`config.mk`:
```
export PLATFORM = sky130hd
export DESIGN_NAME = joypad_cmd_decoder
export DESIGN_NICKNAME = d
export VERILOG_FILES = /design/src/rtl/joypad_pkg.sv /design/src/rtl/cmd_fifo.sv /design/src/rtl/joypad_cmd_decoder.sv
export SDC_FILE = /design/constraint.sdc
export NUM_CORES = 1
export LEC_CHECK = 0
export ABC_AREA = 1
export BUFFER_PORTS_ARGS = -buffer_cell sky130_fd_sc_hd__buf_2
export CAP_MARGIN = 20
export CORE_ASPECT_RATIO = 0.9
export CORE_MARGIN = 2
export CORE_UTILIZATION = 55
export CTS_BUF_LIST = sky130_fd_sc_hd__clkbuf_8
export CTS_CLUSTER_DIAMETER = 80
export DETAILED_ROUTE_END_ITERATION = 8
export GPL_TIMING_DRIVEN = 0
export PLACE_DENSITY = 0.86
export SYNTH_ARGS = -nofsm -noshare
export SYNTH_HDL_FRONTEND = slang
export SYNTH_SLANG_ARGS = --single-unit
```
`constraint.sdc`:
```
create_clock -name clk -period 4.1 [get_ports clk]
set_clock_uncertainty 0.05 [all_clocks]
set_input_delay 0.82 -clock clk [delete_from_list [all_inputs] [get_ports clk]]
set_output_delay 0.82 -clock clk [all_outputs]
set_load 0.005 [all_outputs]
```
`src/rtl/joypad_pkg.sv`:
```
// Shared definitions for the joypad command decoder: button indices, command codes,
// FSM state type and parameter defaults.
package joypad_pkg;

    localparam int NUM_BUTTONS = 11;

    localparam int BTN_UP    = 0;
    localparam int BTN_DOWN  = 1;
    localparam int BTN_LEFT  = 2;
    localparam int BTN_RIGHT = 3;
    localparam int BTN_A     = 4;
    localparam int BTN_B     = 5;
    localparam int BTN_C     = 6;
    localparam int BTN_START = 7;
    localparam int BTN_X     = 8;
    localparam int BTN_Y     = 9;
    localparam int BTN_Z     = 10;

    localparam int HOLD_FRAMES_DEF   = 20;
    localparam int REPEAT_FRAMES_DEF = 6;
    localparam int FIFO_DEPTH_DEF    = 4;

    typedef enum logic [2:0] {
        CMD_UP    = 3'd0,
        CMD_DOWN  = 3'd1,
        CMD_LEFT  = 3'd2,
        CMD_RIGHT = 3'd3,
        CMD_ACT_A = 3'd4,
        CMD_ACT_B = 3'd5,
        CMD_ACT_C = 3'd6,
        CMD_START = 3'd7
    } cmd_e;

    typedef enum logic {
        ST_IDLE = 1'b0,
        ST_SCAN = 1'b1
    } state_e;

    function automatic logic one_hot4(input logic [3:0] v);
        return (v != 4'd0) && ((v & (v - 4'd1)) == 4'd0);
    endfunction

endpackage

```
`src/rtl/cmd_fifo.sv`:
```
// Small show-ahead command queue; a push on a full queue succeeds only when a pop
// happens in the same cycle.
module cmd_fifo #(
    parameter int WIDTH = 3,
    parameter int DEPTH = 4
) (
    input  logic             clk,
    input  logic             reset,
    input  logic             push,
    input  logic [WIDTH-1:0] push_data,
    input  logic             pop,
    output logic [WIDTH-1:0] head,
    output logic             full,
    output logic             empty
);

    localparam int AW = (DEPTH > 1) ? $clog2(DEPTH) : 1;

    logic [WIDTH-1:0] mem [DEPTH];
    logic [AW:0]      wr_ptr_reg;
    logic [AW:0]      rd_ptr_reg;
    logic             do_push;
    logic             do_pop;

    // Extra pointer bit distinguishes full from empty when the indices match.
    assign empty   = (wr_ptr_reg == rd_ptr_reg);
    assign full    = (wr_ptr_reg[AW] != rd_ptr_reg[AW]) &&
                     (wr_ptr_reg[AW-1:0] == rd_ptr_reg[AW-1:0]);
    assign do_pop  = pop && !empty;
    assign do_push = push && (!full || do_pop);

    always_ff @(posedge clk) begin
        if (do_push) begin
            mem[wr_ptr_reg[AW-1:0]] <= push_data;
        end
    end

    always_ff @(posedge clk or negedge reset) begin
        if (!reset) begin
            wr_ptr_reg <= '0;
            rd_ptr_reg <= '0;
        end else begin
            if (do_push) wr_ptr_reg <= wr_ptr_reg + 1'b1;
            if (do_pop)  rd_ptr_reg <= rd_ptr_reg + 1'b1;
        end
    end

    assign head = mem[rd_ptr_reg[AW-1:0]];

endmodule

```
`src/rtl/joypad_cmd_decoder.sv`:
```
// Frame-paced joypad decoder: latches buttons on each vsync edge, scans 8 command
// slots and queues press-edge commands. Optional auto-repeat via AUTO_REPEAT_EN.
module joypad_cmd_decoder
    import joypad_pkg::*;
#(
    parameter int HOLD_FRAMES   = HOLD_FRAMES_DEF,
    parameter int REPEAT_FRAMES = REPEAT_FRAMES_DEF,
    parameter int FIFO_DEPTH    = FIFO_DEPTH_DEF
) (
    input  logic                   clk,
    input  logic                   reset,
    input  logic [NUM_BUTTONS-1:0] buttons_in,
    input  logic                   vga_vs,
    input  logic                   cmd_ready,
    output logic                   cmd_valid,
    output logic [2:0]             cmd_code,
    output logic [NUM_BUTTONS-1:0] held,
    output logic                   overflow
);

    logic [2:0]             vs_sync_reg;
    logic                   tick_reg;
    state_e                 state_reg;
    state_e                 state_next;
    logic [2:0]             slot_reg;
    logic [NUM_BUTTONS-1:0] held_reg;
    logic [NUM_BUTTONS-1:0] prev_reg;
    logic                   overflow_reg;

    logic [NUM_BUTTONS-1:0] new_press;
    logic                   ud_block;
    logic                   lr_block;
    logic [3:0]             rep_dir;
    logic [3:0]             dir_cand;
    logic [3:0]             dir_sel;
    logic [7:0]             slot_hit;
    logic                   push;
    cmd_e                   push_cmd;
    logic                   pop;
    logic [2:0]             head;
    logic                   full;
    logic                   empty;

    // Two flops synchronise vsync, the third remembers the last synchronised level.
    always_ff @(posedge clk or negedge reset) begin
        if (!reset) begin
            vs_sync_reg <= '0;
            tick_reg    <= 1'b0;
        end else begin
            vs_sync_reg <= {vs_sync_reg[1:0], vga_vs};
            tick_reg    <= vs_sync_reg[1] & ~vs_sync_reg[2];
        end
    end

    always_ff @(posedge clk or negedge reset) begin
        if (!reset) begin
            state_reg <= ST_IDLE;
            slot_reg  <= '0;
            held_reg  <= '0;
            prev_reg  <= '0;
        end else begin
            state_reg <= state_next;
            slot_reg  <= (state_reg == ST_SCAN) ? slot_reg + 3'd1 : 3'd0;
            if (state_reg == ST_IDLE && tick_reg) begin
                held_reg <= buttons_in;
                prev_reg <= held_reg;
            end
        end
    end

    always_comb begin
        state_next = state_reg;
        case (state_reg)
            ST_IDLE: if (tick_reg) state_next = ST_SCAN;
            ST_SCAN: if (slot_reg == 3'd7) state_next = ST_IDLE;
            default: state_next = ST_IDLE;
        endcase
    end

    always_comb begin
        push = 1'b0;
        if (state_reg == ST_SCAN) push = slot_hit[slot_reg];
    end

    assign new_press = held_reg & ~prev_reg;
    assign ud_block  = held_reg[BTN_UP]   & held_reg[BTN_DOWN];
    assign lr_block  = held_reg[BTN_LEFT] & held_reg[BTN_RIGHT];

`ifdef AUTO_REPEAT_EN
    localparam int CW = $clog2(HOLD_FRAMES + 1);

    logic [CW-1:0] rep_cnt_reg;
    logic [CW-1:0] rep_cnt_eff;
    logic          same_dir;
    logic          rep_fire;

    // rep_cnt_eff is the number of frames since the direction was first pressed.
    assign same_dir    = one_hot4(held_reg[3:0]) && (held_reg[3:0] == prev_reg[3:0]);
    assign rep_cnt_eff = same_dir ? rep_cnt_reg + 1'b1 : '0;
    assign rep_fire    = same_dir && (rep_cnt_eff == CW'(HOLD_FRAMES));
    assign rep_dir     = rep_fire ? held_reg[3:0] : 4'b0000;

    always_ff @(posedge clk or negedge reset) begin
        if (!reset) begin
            rep_cnt_reg <= '0;
        end else if (state_reg == ST_SCAN && slot_reg == 3'd7) begin
            rep_cnt_reg <= rep_fire ? CW'(HOLD_FRAMES - REPEAT_FRAMES) : rep_cnt_eff;
        end
    end
`else
    assign rep_dir = 4'b0000;
`endif

    assign dir_cand = {new_press[BTN_RIGHT] & ~lr_block,
                       new_press[BTN_LEFT]  & ~lr_block,
                       new_press[BTN_DOWN]  & ~ud_block,
                       new_press[BTN_UP]    & ~ud_block} | rep_dir;
    // Isolate the lowest set bit: UP beats DOWN beats LEFT beats RIGHT.
    assign dir_sel  = dir_cand & (~dir_cand + 4'd1);
    assign slot_hit = {new_press[BTN_START], new_press[BTN_C],
                       new_press[BTN_B], new_press[BTN_A], dir_sel};
    assign push_cmd = cmd_e'(slot_reg);

    assign cmd_valid = ~empty;
    assign pop       = cmd_valid & cmd_ready;

    cmd_fifo #(
        .WIDTH (3),
        .DEPTH (FIFO_DEPTH)
    ) u_fifo (
        .clk       (clk),
        .reset     (reset),
        .push      (push),
        .push_data (push_cmd),
        .pop       (pop),
        .head      (head),
        .full      (full),
        .empty     (empty)
    );

    always_ff @(posedge clk or negedge reset) begin
        if (!reset) begin
            overflow_reg <= 1'b0;
        end else if (push && full && !pop) begin
            overflow_reg <= 1'b1;
        end
    end

    assign cmd_code = cmd_valid ? head : 3'd0;
    assign held     = held_reg;
    assign overflow = overflow_reg;

endmodule
```
Word-level counts from Yosys, hierarchy flattened
Memory sizes are Yosys's and may differ from the RTL's.
Cells that the tools add are included.
{"block": "classes", "add_sub_neg": 4, "magnitude_cmp": 1, "n_eq_ne": 4, "mux": 10, "n_bitwise": 17, "reduce_logical": 10}
{"op": "3-bit by 1-bit adder with 3-bit output, second input constant", "n": 3}
{"op": "1-bit bitwise AND", "n": 8}
{"op": "8-bit bitwise AND", "n": 1}
{"op": "8-bit NOT", "n": 1}
{"op": "1-bit logical AND", "n": 6}
{"op": "1-bit two-way mux", "n": 6}
{"op": "3-bit two-way mux", "n": 2}
{"op": "1-bit NOT", "n": 5}
{"op": "4-bit by 1-bit adder with 4-bit output, second input constant", "n": 1}
{"op": "4-bit bitwise AND", "n": 1}
{"op": "3-bit by 4-bit less-than comparator with 1-bit output, second input constant", "n": 1}
{"op": "4-bit NOT", "n": 1}
{"op": "1-bit binary-select mux with 3-bit select", "n": 1}
{"op": "3-bit equality test", "n": 1}
{"op": "3-bit equality test, second input constant", "n": 1}
{"op": "1-bit zero test", "n": 3}
{"op": "2-bit equality test", "n": 1}
{"op": "1-bit one-hot mux with 2 select lines", "n": 1}
{"op": "1-bit logical OR", "n": 1}
{"op": "1-bit inequality test", "n": 1}
{"block": "word_totals", "regBits": 34, "mem_bits_rw": 12, "input_bits": 15, "output_inout_bits": 16, "elab_cells": 56, "memories": 1}
{"memory": "u_fifo.mem", "words": 4, "width": 3, "read_ports": 1, "rd_clocked_by_memory_dff": 0, "wr": 1, "line": "cmd_fifo.sv:19", "text": "logic [WIDTH-1:0] mem [DEPTH];"}

Depth between registers and ports, before layout
Gate-level depths: netlist of run 1.
{"block": "logic_depth", "word_depth": 12, "depth_mapped": 9, "mapped_depth_nobuf": 9}

Hierarchy
From an unflattened synthesis of run 1, not the netlist that was laid out.
{"block": "unflattened", "cells_unflattened": 223, "area_unflattened_um2": 2129.5}
{"mod": "joypad_cmd_decoder", "n_inst": 1, "cells_each": 134, "area_per_inst_um2": 1212.4, "seq_area_each_um2": 700.7}
{"mod": "cmd_fifo", "n_inst": 1, "cells_each": 89, "area_per_inst_um2": 917.1, "seq_area_each_um2": 510.5}

Worst setup path before layout of run 1
No wires, ideal clock.
{"block": "synth_path", "kind": "register to output", "start": "reg u_fifo.rd_ptr_reg[1]", "end": "out cmd_code[0]", "t_arrival_ps": 1059, "required_time_ps": 3230, "slack_ps": 2171, "path_stages_with_launch": 7, "path_buffers": 1, "cell_sequence": "dfrtp_1 -> buf_2 -> xor2_1 -> a21oi_2 -> nand2_2 -> nand2_1 -> inv_1"}
{"block": "synth_between", "elab_chain_cells": 2, "word_cells_on_any_way": 3, "cone_classes": "eq/ne (1); mux (1); memory (1)"}
{"element": "from (decl)", "line": "cmd_fifo.sv:21", "text": "logic [AW:0] rd_ptr_reg;"}
{"element": "from (signal assigned)", "line": "cmd_fifo.sv:44", "text": "if (do_pop) rd_ptr_reg <= rd_ptr_reg + 1'b1;"}
{"element": "memory 4 x 3 bit or 3-bit equality test (tied branches)"}
{"element": "3-bit two-way mux (*)", "line": "joypad_cmd_decoder.sv:149", "text": "assign cmd_code = cmd_valid ? head : 3'd0;"}
{"element": "to (decl)", "line": "joypad_cmd_decoder.sv:16", "text": "output logic [2:0] cmd_code,"}
Every way passes the cells marked *; elsewhere a longest branch is shown, timed or not.

Worst setup path after layout of run 1
Same ends and word-level chain as after synthesis.

==> summary.md, run 1 <==
The tools report the number of post-CTS setup repair buffers as 0. The cell with the most instances after synthesis is sky130_fd_sc_hd__dfrtp_1. The die outline width works out to 68.2 um.

In this run the biggest area consumer among cell types represents 41.7% of the synthesized area. In this run the worst hold path is classified as register to register. The total area inside the core boundary comes to 0.00345 mm^2.

At the worst endpoint, the arrival time is 1560 ps. The run gives 35 as the pin count of the biggest net entering global routing. After layout, the worst path uses 59.2% of the clock period.

Counting instances in the post-synthesis netlist gives the leading cell types as sky130_fd_sc_hd__dfrtp_1 (34), sky130_fd_sc_hd__nand2_1 (29), sky130_fd_sc_hd__nor2_1 (26), sky130_fd_sc_hd__inv_1 (25). The critical path required time came out at 3230 ps. Number of vias per cell: 5.05.

The residual overflow from global routing is 0. Of the total synthesized cell area, the portion taken by AND, OR, NAND and NOR gates is 15.7%. After clock tree synthesis, the repair step resized 0 gates.

The number of port buffers came out at 30. For this run, the total global-route usage over all layers was measured as 18.9%. For this run, the top clock speed supported by timing is 412 MHz. Combinational cells account for 40.0% of the total power. First-pass GRT wire length: 5720 um.

Setup violations remaining at the end of the flow were counted as 0. In the synthesized netlist, mux cells make up 5.51% of the area. In this run the number of H-tree levels came out at 2. The worst hold path begins at vs_sync_reg[0]$_DFF_PN0_. Internal power comes to 0.00112 W. The number of cells on the worst reg-to-reg path is 8.

The analysis attributes to net switching a power of 0.000665 W. The fraction of synthesis flops using an asynchronous set or reset pin was 73.9%; the HPWL after detailed placement was 2410 um. The die covers 0.00422 mm^2. In this run the critical register-to-register path is captured at u_fifo.mem[1][2]$_DFFE_PP_. For this design the ratio of total power to cell area is 763 mW/mm^2.

The relative slew slack is 49.4%. The most frequent cell on the critical path is sky130_fd_sc_hd__buf_2. The area growth from synthesis to layout was 14.5%. The cell area that synthesis handed to floorplanning was 0.00204 mm^2. The number of DRC markers in iteration 0 is 59. The longest individual stage delay on the worst path is 390 ps, and the largest driver fanout on the critical path is 8. The net count reported at finish came out at 252. For this run, design rule violations remaining after detail routing come to 0. The run finished with clean final reports.

After clock tree synthesis, the clock-pin slew on the worst setup and hold paths is 80 ps. The clock share of power was 15.3%; the post-layout minimum cycle time was 2430 ps. In the final layout, the multi-input gates occupy 689 um^2.

The share of the Yosys chip area taken by registers is 59.3%. The number of nets in the synthesized netlist is 215. The share of total power dissipated in sequential elements is 44.7%. Wires add up to 3360 um. The worst setup path is launched from a register. Across all setup checks in the final design, the least slack found is 1670 ps. The total of max-cap violations was 0; the static leakage was 1.16 nW. The synthesized design spends more area on one cell type than any other, namely sky130_fd_sc_hd__dfrtp_1. In the synthesized netlist the dominant register cell turns out to be sky130_fd_sc_hd__dfrtp_1. The tools report the setup slack of the worst register-to-register path as 2190 ps. The number of buffers inserted during clock tree synthesis is 5.

For the total design power, the log shows 0.00178 W. The final max-slew violation count is 0, and the arithmetic-cell share of the synthesized area counting full adders, half adders and majority gates is 4.29%. The register with the most flip-flops in the layout has 12 of them. The critical path goes through buf_2, xor2_1, a21oi_2, nand2_2, nand2_1, inv_1, buf_2.

The tools report the critical register-to-register path startpoint as push_cmd[0]$_DFF_PN0_. Adding up every negative setup slack in the final design gives 0 ps. The count of hold buffers inserted by post-cts repair was 0.

For this run, the number of Yosys warnings is 0. The maximum root-to-sink buffer count is 2. Registers take 0.00121 mm^2. The count of fill cells added during filler insertion is 266. By area the synthesized netlist is led by sky130_fd_sc_hd__dfrtp_1 (42%), sky130_fd_sc_hd__edfxtp_1 (18%), sky130_fd_sc_hd__mux2_2 (5.5%). The endpoint with the worst hold slack was vs_sync_reg[1]$_DFF_PN0_. The family with the most delay on the worst path is flip-flops.

At the later pin of the worst-skew pair, clock insertion delay measures 290 ps. After synthesis, the largest family of logic cells by area is simple AND/OR/NAND/NOR gates. After detailed routing, the average wire length per cell comes to 12.2 um.

Among all stages on the critical path, the largest delay is contributed by sky130_fd_sc_hd__dfrtp_1. The logs give 0 for the number of antenna violations at the first check in global routing and 1322 for the via count of the first global-routing pass. The pre-CTS setup slack was 1980 ps; the detailed-route via count was 1389. Yosys mapped a number of flops with a built-in enable equal to 12. The number of standard cells after synthesis is 193, and the actual slew at the worst max-slew pin is 758 ps. The critical path capture point type was an output pin. The count of nets left with antenna violations once routing finished came out at 0. The first detailed-routing pass ran for 4 iterations.

Of the cells placed in the final design, the portion with a size suffix greater than 1 is 26.0%. Summing the areas of all xor and xnor instances in the mapped netlist gives 2.14% of the synthesized area. 0 antenna diodes ended up in the layout. The congestion estimate from routability-driven global placement came to 0.726. The row count was 20; the total clock sinks was 46. The number of buffers and inverters on the critical path is 3.

The run gives 59.1% as the effective utilization at floorplan. VDD sags by at most 0.418 mV. The distinct cell type count of the synthesized netlist is 22, and the average cell area after synthesis is 10.6 um^2.

Across all hold checks on the routed design, the worst slack comes to 304 ps. TritonCTS built the clock tree. Net switching is 37.3% of the power. The path type of the worst setup path is register to output pin. Post-synthesis sequential element count: 46.

The tools report the cell at the root of the clock tree as sky130_fd_sc_hd__clkbuf_8. Measured along the y axis, the die boundary spans 61.8 um. The run gives 31 as the top-level I/O count. The worst hold path was traced through 0 stages. Share of the synthesized area in compound gates (AO/OA/AOI/OAI): 6.07%. The final hold violation count is 0. Setup repair after global routing left no endpoint under its margin.
layer usage:
layer	GRT usage, %	vias to the layer above	wire length [um]
li1	-	699	-
met1	22.6	656	1520
met2	32.9	32	1640
met3	6.67	2	179
met4	5.14	0	17
met5	0	-	0
worst reg2reg max path: cells and delay by family, from the launching register on:
family	cells	cell delay (ps)
buffers and inverters	1	160
DFF	1	440
AOI/OAI and AO/OA	1	220
and+or+nand+nor	6	720
power by group through the flow:
stage / sequential (W) / combinational (W) / clock (W)
after global placement: 0.000796 / 0.000698 / 0
final: 0.000797 / 0.000713 / 0.000273
after global routing: 0.000822 / 0.000831 / 0.000299
after detailed placement: 0.000808 / 0.000724 / 0
after floorplan: 0.000783 / 0.000518 / 0
after CTS: 0.000799 / 0.000728 / 0.000282
per-stage QoR:
step | instances | area [um^2] | utilization, %
floorplan | 193 | 2040 | -
global placement | 267 | 2250 | 65.1
detailed placement | 267 | 2250 | 65.1
CTS | 275 | 2340 | 67.7
global route | 275 | 2340 | 67.7
finish | 275 | 2340 | 67.7
worst max-delay path by stage:
stage,startpoint,endpoint,slack [ps],cells after the start
finish,u_fifo.rd_ptr_reg[1]$_DFFE_PN0P_,cmd_code[0],1670,7
global placement,u_fifo.rd_ptr_reg[0]$_DFFE_PN0P_,cmd_code[0],1990,8
detailed placement,u_fifo.rd_ptr_reg[1]$_DFFE_PN0P_,cmd_code[0],1980,7
floorplan,u_fifo.rd_ptr_reg[1]$_DFFE_PN0P_,cmd_code[0],2170,6
CTS,u_fifo.rd_ptr_reg[1]$_DFFE_PN0P_,cmd_code[0],1650,7
global route,u_fifo.rd_ptr_reg[1]$_DFFE_PN0P_,cmd_code[2],1540,7
logic make-up (layout without fill, tap and decap cells):
logic type,Yosys count,after routing
DFF,46,46
xor gates and xnor gates,5,5
adders and majority gates,7,7
and+or+nand+nor,74,74
buffers and inverters,32,70
AOI/OAI and AO/OA,19,19
muxes,10,10
area by class of cell:
cell class | instances | area share (%)
Buffer | 6 | 1.82
Clock buffer | 6 | 3.53
Clock inverter | 2 | 0.375
Inverter | 26 | 4.23
Multi-Input combinational cell | 115 | 29.5
Sequential cell | 46 | 51.8
Tap cell | 44 | 2.35
Timing Repair Buffer | 30 | 6.42
layout by cell type (no fill, tap or decap), drive strengths merged:
master  Yosys  routed
ha          7       7
dfrtp      34      34
mux2       10      10
nand4       3       3
a21oi       7       7
nor2       26      26
o21ai       8       8
xnor2       2       2
inv        25      26
clkinv      1       2
buf         6      36
nand3      13      13
clkbuf      0       6
nand2      32      32
o21bai      1       1
o32ai       3       3
edfxtp     12      12
xor2        3       3
(Power assumes the default switching activity.)
==> run 2: changes to the inputs <==
Settings changed: CORE_UTILIZATION 55 to 53, PLACE_DENSITY 0.86 to 0.87.
Clock period 4.1 ns to 2.2 ns, I/O delays scaled along.
==> run 2 against run 1 <==
Count of clock-buffer cells in the layout stayed put. Die area increased by 3.5%. Non-clock buffer count unchanged. First-iteration DRC count increased by 20%. Total power grew 100%. Critical path depth unchanged. Via count rose by 1.9%. Sequential cell count unchanged. Worst setup slack worse by 1500 ps. Hold slack lost 150 ps. Cell count grew 0.73%. Cell area grew 2.3%.
==> summary.md, run 2 (same netlist as run 1, synthesis figures left out) <==
The flow ran to the end, and the final reports show no timing, DRC or antenna violations. The worst path arrival time is 1580 ps. The final route contains 1415 vias. For the setup slack of the worst register-to-register path, the log shows 250 ps. Setup repair after global routing left no endpoint under its margin. In this run the static leakage power is 1.18 nW.

The number of clock buffers added by TritonCTS is 5. Using the TritonRoute via totals, the vias-per-cell ratio works out to 5.11. Traced cell by cell, the critical path runs through buf_2, xor2_1, a21oi_2, nand2_2, nand2_1, inv_1, buf_2. Data on the critical path is required at its endpoint by 1710 ps.

The HPWL after detailed placement was 2410 um. In this run the cell area measured after placement is 0.00225 mm^2. The critical path capture point type was an output pin.

Relative to the synthesized area, the layout overhead comes to 17.2%. For the worst-skew pair, the clock arrives at the later sink with an insertion delay of 300 ps. The net count reported at finish is 252. The average routed wire per standard cell came out at 12.4 um.

Setup violations remaining at the end of the flow were counted as 0. STA classifies the critical path startpoint as a register. Summed over all layers, the routed wires come to 3430 um. The filler cells instantiated in the layout total 291. In the global route stage, overall resource usage came out at 17.8%. The largest driver fanout on the critical path works out to 8.

The number of antenna violations at the first check in global routing was 0; the ratio of total power to cell area was 1500 mW/mm^2. The pre-antenna-repair detailed-routing pass consisted of 4 iterations. In this run the clock root is driven by a sky130_fd_sc_hd__clkbuf_8.

Excluding fillers, the count of instances in the completed layout stands at 277. The run gives 6080 um as the first-pass GRT wire length. For this design the top-level I/O count stands at 31. The die covers 0.00437 mm^2.

After clock tree synthesis, the setup repair step added 0 buffers. The path class of the tightest hold or removal check is primary input to asynchronous set/reset pin. For the number of instances resized during post-cts repair, the log shows 0. Derived from the worst setup path, the maximum achievable clock frequency is 483 MHz. Post-route clock period utilization: 94.1%. The tools report the endpoint of the most critical setup path as cmd_code[1]. The tree built by TritonCTS fans out to 46 sinks. The die boundary height was 62.9 um; the cell count after placement was 269. The count of nets left with antenna violations once routing finished came out at 0. Count of hold buffers inserted by post-cts repair: 0. The actual slew at the worst max-slew pin is 762 ps. The most frequent cell on the critical path was sky130_fd_sc_hd__buf_2. The H-tree generated during clock tree synthesis spans 2 levels. For this block, the initial DRC count from the detailed router was 71. TritonCTS built the clock tree.

The effective utilization at floorplan is 55.1%, and the die outline width is 69.4 um. At the end of routability-driven placement, the weighted congestion stood at 0.739. The longest clock path from root to sink contains 2 buffers.

Peak ir drop on the vdd network: 0.685 mV. The total design power was 0.00359 W; the total negative setup slack was 0 ps. The tools report the endpoint of the worst register-to-register path as u_fifo.mem[3][1]$_DFFE_PP_.

The clock slew at the register clock pins of the worst setup and hold paths came out at 80 ps. The depth of the most critical reg-to-reg path is 8, and the post-layout minimum cycle time is 2070 ps. The slowest stage of the critical path belongs to the cell sky130_fd_sc_hd__dfrtp_1. The critical path starts at u_fifo.rd_ptr_reg[1]$_DFFE_PN0P_. The register with the most flip-flops in the layout has 12 of them. The number of port buffers is 30, and the residual overflow from global routing is 0. Leaving out fill and tap cells, the most frequent cells in the layout are sky130_fd_sc_hd__buf_2 (34), sky130_fd_sc_hd__dfrtp_1 (34), sky130_fd_sc_hd__nand2_1 (29). The fraction of layout cells with a size suffix above 1 was 26.4%. The worst register-to-register path begins at push_cmd[0]$_DFF_PN0_. For this run, design rule violations remaining after detail routing come to 0.

The path type of the worst setup path was register to output pin. On the worst path, the slowest cell contributes a delay of 390 ps. For the via count of the first global-routing pass, the log shows 1375. The run gives 0 as the final hold violation count. The row count is 21.

Across the run, the number of max-cap violations was 0. The final max-slew violation count was 0; the pin count of the biggest net entering global routing was 35. The run gives 0.00239 mm^2 as the final design instance area without fill. The core region is 0.00370 mm^2.

The number of antenna diodes in the final layout is 0. Measured against its own limit, the worst slew margin works out to 49.2%.
==> run 2: cell types whose count changed in the layout (fill, tap and decap cells not counted), sizes merged <==
cell and delta:
bufinv +2, inv -1, clkinv -1
==> run 2: how the worst min path moves through the flow <==
stage | from | end | depth (start not counted) | slack [ps]
floorplan | reset | held[0]$_DFFE_PN0P_ | 0 | 90
global placement | vs_sync_reg[0]$_DFF_PN0_ | vs_sync_reg[1]$_DFF_PN0_ | 0 | 280
detailed placement | vs_sync_reg[0]$_DFF_PN0_ | vs_sync_reg[1]$_DFF_PN0_ | 0 | 290
CTS | reset | u_fifo.wr_ptr_reg[1]$_DFFE_PN0P_ | 1 | 180
global route | vga_vs | vs_sync_reg[0]$_DFF_PN0_ | 1 | 180
finish | reset | u_fifo.rd_ptr_reg[2]$_DFFE_PN0P_ | 1 | 160
==> run 2: power by group <==
group | switching, W | internal (W) | leakage (nW)
combinational | 0.000747 | 0.000593 | 0.595
clock | 0.000275 | 0.000484 | 0.0714
sequential | 0.000248 | 0.00124 | 0.512
==> run 2: cell type report <==
type,count,area (um^2),area share (%)
Clock inverter,2,60.1,2.51
Inverter,26,98.8,4.13
Timing Repair Buffer,30,150,6.28
Clock buffer,6,82.6,3.45
Multi-Input combinational cell,115,689,28.8
Tap cell,46,57.6,2.41
Sequential cell,46,1210,50.6
Buffer,6,42.5,1.78
==> run 2: per-layer routing <==
layer	vias to the layer above	global-route usage [%]	share of wire [%]
li1	698	-	-
met5	-	0	0
met3	8	4.84	4.7
met4	0	8.33	2.0
met2	36	28.7	49
met1	673	22.4	45
==> run 2: critical path: cells and delay by family (launching register included) <==
| family | cells | cell delay [ps] |
|---|---|---|
| buf+inv | 3 | 310 |
| simple gates | 2 | 240 |
| compound gates | 1 | 160 |
| xor+xnor | 1 | 180 |
| flops | 1 | 390 |
==> run 2: per-stage QoR <==
step	hold slack [ps]	util (%)	worst slack, ps
2_1_floorplan	94.4	-	535
3_3_place_gp	284	60.7	313
3_5_place_dp	293	60.7	331
4_1_cts	180	64.6	112
5_1_grt	177	64.6	23.0
6_report	156	64.6	130
==> run 3: changes to the inputs <==
Settings changed: CORE_UTILIZATION 53 to 50, CTS_BUF_LIST sky130_fd_sc_hd__clkbuf_8 to default, PLACE_DENSITY 0.87 to 0.83.
==> run 3 against run 2 <==
Worst setup slack gained 11 ps. Maximum frequency grew 0.55%. Utilization shrank 4.8 points. Largest power group unchanged. Die area grew 5.6%. Critical path depth grew 1. Hold slack lost 7.6 ps. Cell count grew 0.72%. Critical path type unchanged. Sequential cell count is the same. Total power shrank 2.7%. Count of clock-buffer cells in the layout grew 2.
==> summary.md, run 3 (same netlist as run 1, synthesis figures left out) <==
Setup repair after global routing left no endpoint under its margin. In this run the remaining antenna-violating nets after routing total 0. For this run, design rule violations remaining after detail routing come to 0.

The run finished with clean final reports. For the final max-slew violation count, the log shows 0. For this design the total switching power over the nets is 0.00126 W. In this run, the combinational gates consume 38.4% of the power.

The floorplan has 22 rows. Cell internal power was estimated by the tool at 0.00223 W. Sequential cells burn 42.5% of the power.

The family with the most delay on the worst path was flip-flops. The routability-driven placement congestion ratio is 0.769. The count of hold buffers inserted by post-cts repair is 0, and the largest driver fanout on the critical path is 8. Once layout is complete, the utilization of the core stands at 59.7%.

The die is 64.6 um tall. The worst path arrival time was 1570 ps; the final design instance area without fill was 0.00238 mm^2. In this run the worst hold path is classified as primary input to asynchronous set/reset pin. At the pin with the least slew margin, the transition time is 742 ps.

The top-level I/O count is 31, and the total negative setup slack is 0 ps. The number of post-CTS setup repair buffers is 0, and the static leakage is 1.17 nW. The run gives 1710 ps as the critical path required time.

The critical path starts at u_fifo.rd_ptr_reg[0]$_DFFE_PN0P_. The clock latency of the later-clocked register in the worst-skew pair was 300 ps; the number of vias per cell was 5.08. The tools report the number of instances resized during post-cts repair as 0.

The critical path goes through buf_6, clkinv_2, nand2_1, a21oi_2, nand2_2, nand2_1, inv_1, buf_2. The logs give 51.2% for the effective utilization at floorplan and 46 for the total clock sinks. The routed layout has 1417 vias. The worst setup path is launched from a register. The register with the most flip-flops in the layout has 12 of them.

The clock share of power is 19.1%. In the final layout, the share of cells above drive strength 1 is 26.4%. Leaving out fill and tap cells, the most frequent cells in the layout are sky130_fd_sc_hd__buf_2 (34), sky130_fd_sc_hd__dfrtp_1 (34), sky130_fd_sc_hd__nand2_1 (29). The detailed router finished its first iteration with 52 violations.

Relative slew slack: 50.5%. The post-detailed-placement cell area was 0.00225 mm^2; the final number of setup-violating endpoints was 0. In this run the horizontal extent of the chip is 71.4 um.

The H-tree generated during clock tree synthesis spans 2 levels. The aggregate global-route resource usage is 17.3%. For this design the ratio of total power to cell area is 1470 mW/mm^2. The tools report the first-pass GRT wire length as 6250 um. Timing would allow up to 486 MHz.

Die footprint: 0.00461 mm^2. TritonCTS built the clock tree. After global routing the overflow that remains totals 0. The average routed wire per standard cell works out to 12.2 um. The worst path needs 2060 ps of the cycle, external delays included.

Counting the buffers created by CTS gives 5. The run gives 0 as the number of antenna violations at the first check in global routing. After layout, the worst path uses 93.6% of the clock period.

On the worst path, the slowest cell contributes a delay of 400 ps. Counting along the longest clock path gives a buffer depth of 2. The peak ir drop on the vdd network was 0.621 mV; the HPWL after detailed placement was 2480 um. The layout has 335 filler cells. After clock tree synthesis, the clock-pin slew on the worst setup and hold paths is 90 ps.

By startpoint and endpoint, the worst setup path is classified as register to output pin. The tools report the final hold violation count as 0. The placeable core region is 0.00399 mm^2, and the area growth from synthesis to layout is 16.8%. Combined buffer and inverter count along the critical path: 4.

STA classifies the critical path endpoint as an output pin. The tools report the diode insertion count for antenna repair as 0. The cell sitting at the root of the clock tree is a sky130_fd_sc_hd__clkbuf_8. For the net count reported at finish, the log shows 252.

The via count of the first global-routing pass was 1490. The tools report the pin count of the biggest net entering global routing as 35. The total of max-cap violations came out at 0. Slowest cell on the critical path: sky130_fd_sc_hd__dfrtp_1.

Switching power as a share of total power: 36.2%. The number of port buffers works out to 30. Among the stages of the critical path, the cell type that occurs most often is sky130_fd_sc_hd__nand2_1. The first detailed-routing pass ran for 4 iterations. The startpoint identified for the worst register-to-register timing path is push_cmd[0]$_DFF_PN0_. The final wirelength is 3390 um.
-- run 3: cell types whose count changed in the layout (fill, tap and decap cells not counted) --
cell,previous run,this run
sky130_fd_sc_hd__clkbuf_16,0,2
sky130_fd_sc_hd__bufinv_16,2,0
-- run 3: metal layers --
layer | vias to the layer above | part of all wire, % | GRT usage (%)
met5 | - | 0 | 0
met4 | 0 | 2.4 | 8.02
met3 | 8 | 4.2 | 4.04
met2 | 33 | 48 | 29.2
met1 | 680 | 46 | 21.0
li1 | 696 | - | -
-- run 3: metrics by stage --
stage	instances	setup WS (ps)	total power, W	hold WS (ps)
floorplan	193	535	0.00242	94.4
global placement	271	301	0.00279	284
detailed placement	271	232	0.00286	289
CTS	279	102	0.00354	180
global route	279	12.7	0.00382	175
finish	279	141	0.00349	148
-- run 3: power by group through the flow --
stage | registers, W | logic [W] | clock network [W]
after floorplan | 0.00146 | 0.000965 | 0
after global placement | 0.00148 | 0.00130 | 0
after detailed placement | 0.00151 | 0.00136 | 0
after CTS | 0.00149 | 0.00137 | 0.000686
after global routing | 0.00153 | 0.00157 | 0.000717
final | 0.00148 | 0.00134 | 0.000667
-- run 3: path summary, 6_finish.rpt --
kind | slack, ps | endpoint | cells after the start
max | 140 | cmd_code[2] | 8
min | 150 | prev_reg[0]$_DFFE_PN0P_ | 1
max reg2reg | 210 | u_fifo.mem[1][0]$_DFFE_PP_ | 8
min reg2reg | 310 | vs_sync_reg[1]$_DFF_PN0_ | 0
max in group asynchronous | 1470 | u_fifo.rd_ptr_reg[1]$_DFFE_PN0P_ | 1
min in group clk | 190 | vs_sync_reg[0]$_DFF_PN0_ | 1
-- run 3: worst reg2reg max path: stages (launching register included) --
cell and delay (ps):
sky130_fd_sc_hd__dfrtp_1 450, sky130_fd_sc_hd__buf_6 170, sky130_fd_sc_hd__nor2_1 90, sky130_fd_sc_hd__nand2_1 60, sky130_fd_sc_hd__nand3_1 60, sky130_fd_sc_hd__nand2_1 100, sky130_fd_sc_hd__a21oi_4 220, sky130_fd_sc_hd__nand3_4 130
sky130_fd_sc_hd__nor2_1 320
-- run 3: final cells by class --
| cell class | count | area (um^2) | share of cell area (%) |
|---|---|---|---|
| Clock buffer | 8 | 133 | 5.56 |
| Tap cell | 48 | 60.1 | 2.52 |
| Sequential cell | 46 | 1210 | 50.8 |
| Inverter | 26 | 98.8 | 4.14 |
| Timing Repair Buffer | 30 | 150 | 6.30 |
| Multi-Input combinational cell | 115 | 689 | 28.9 |
| Buffer | 6 | 42.5 | 1.78 |
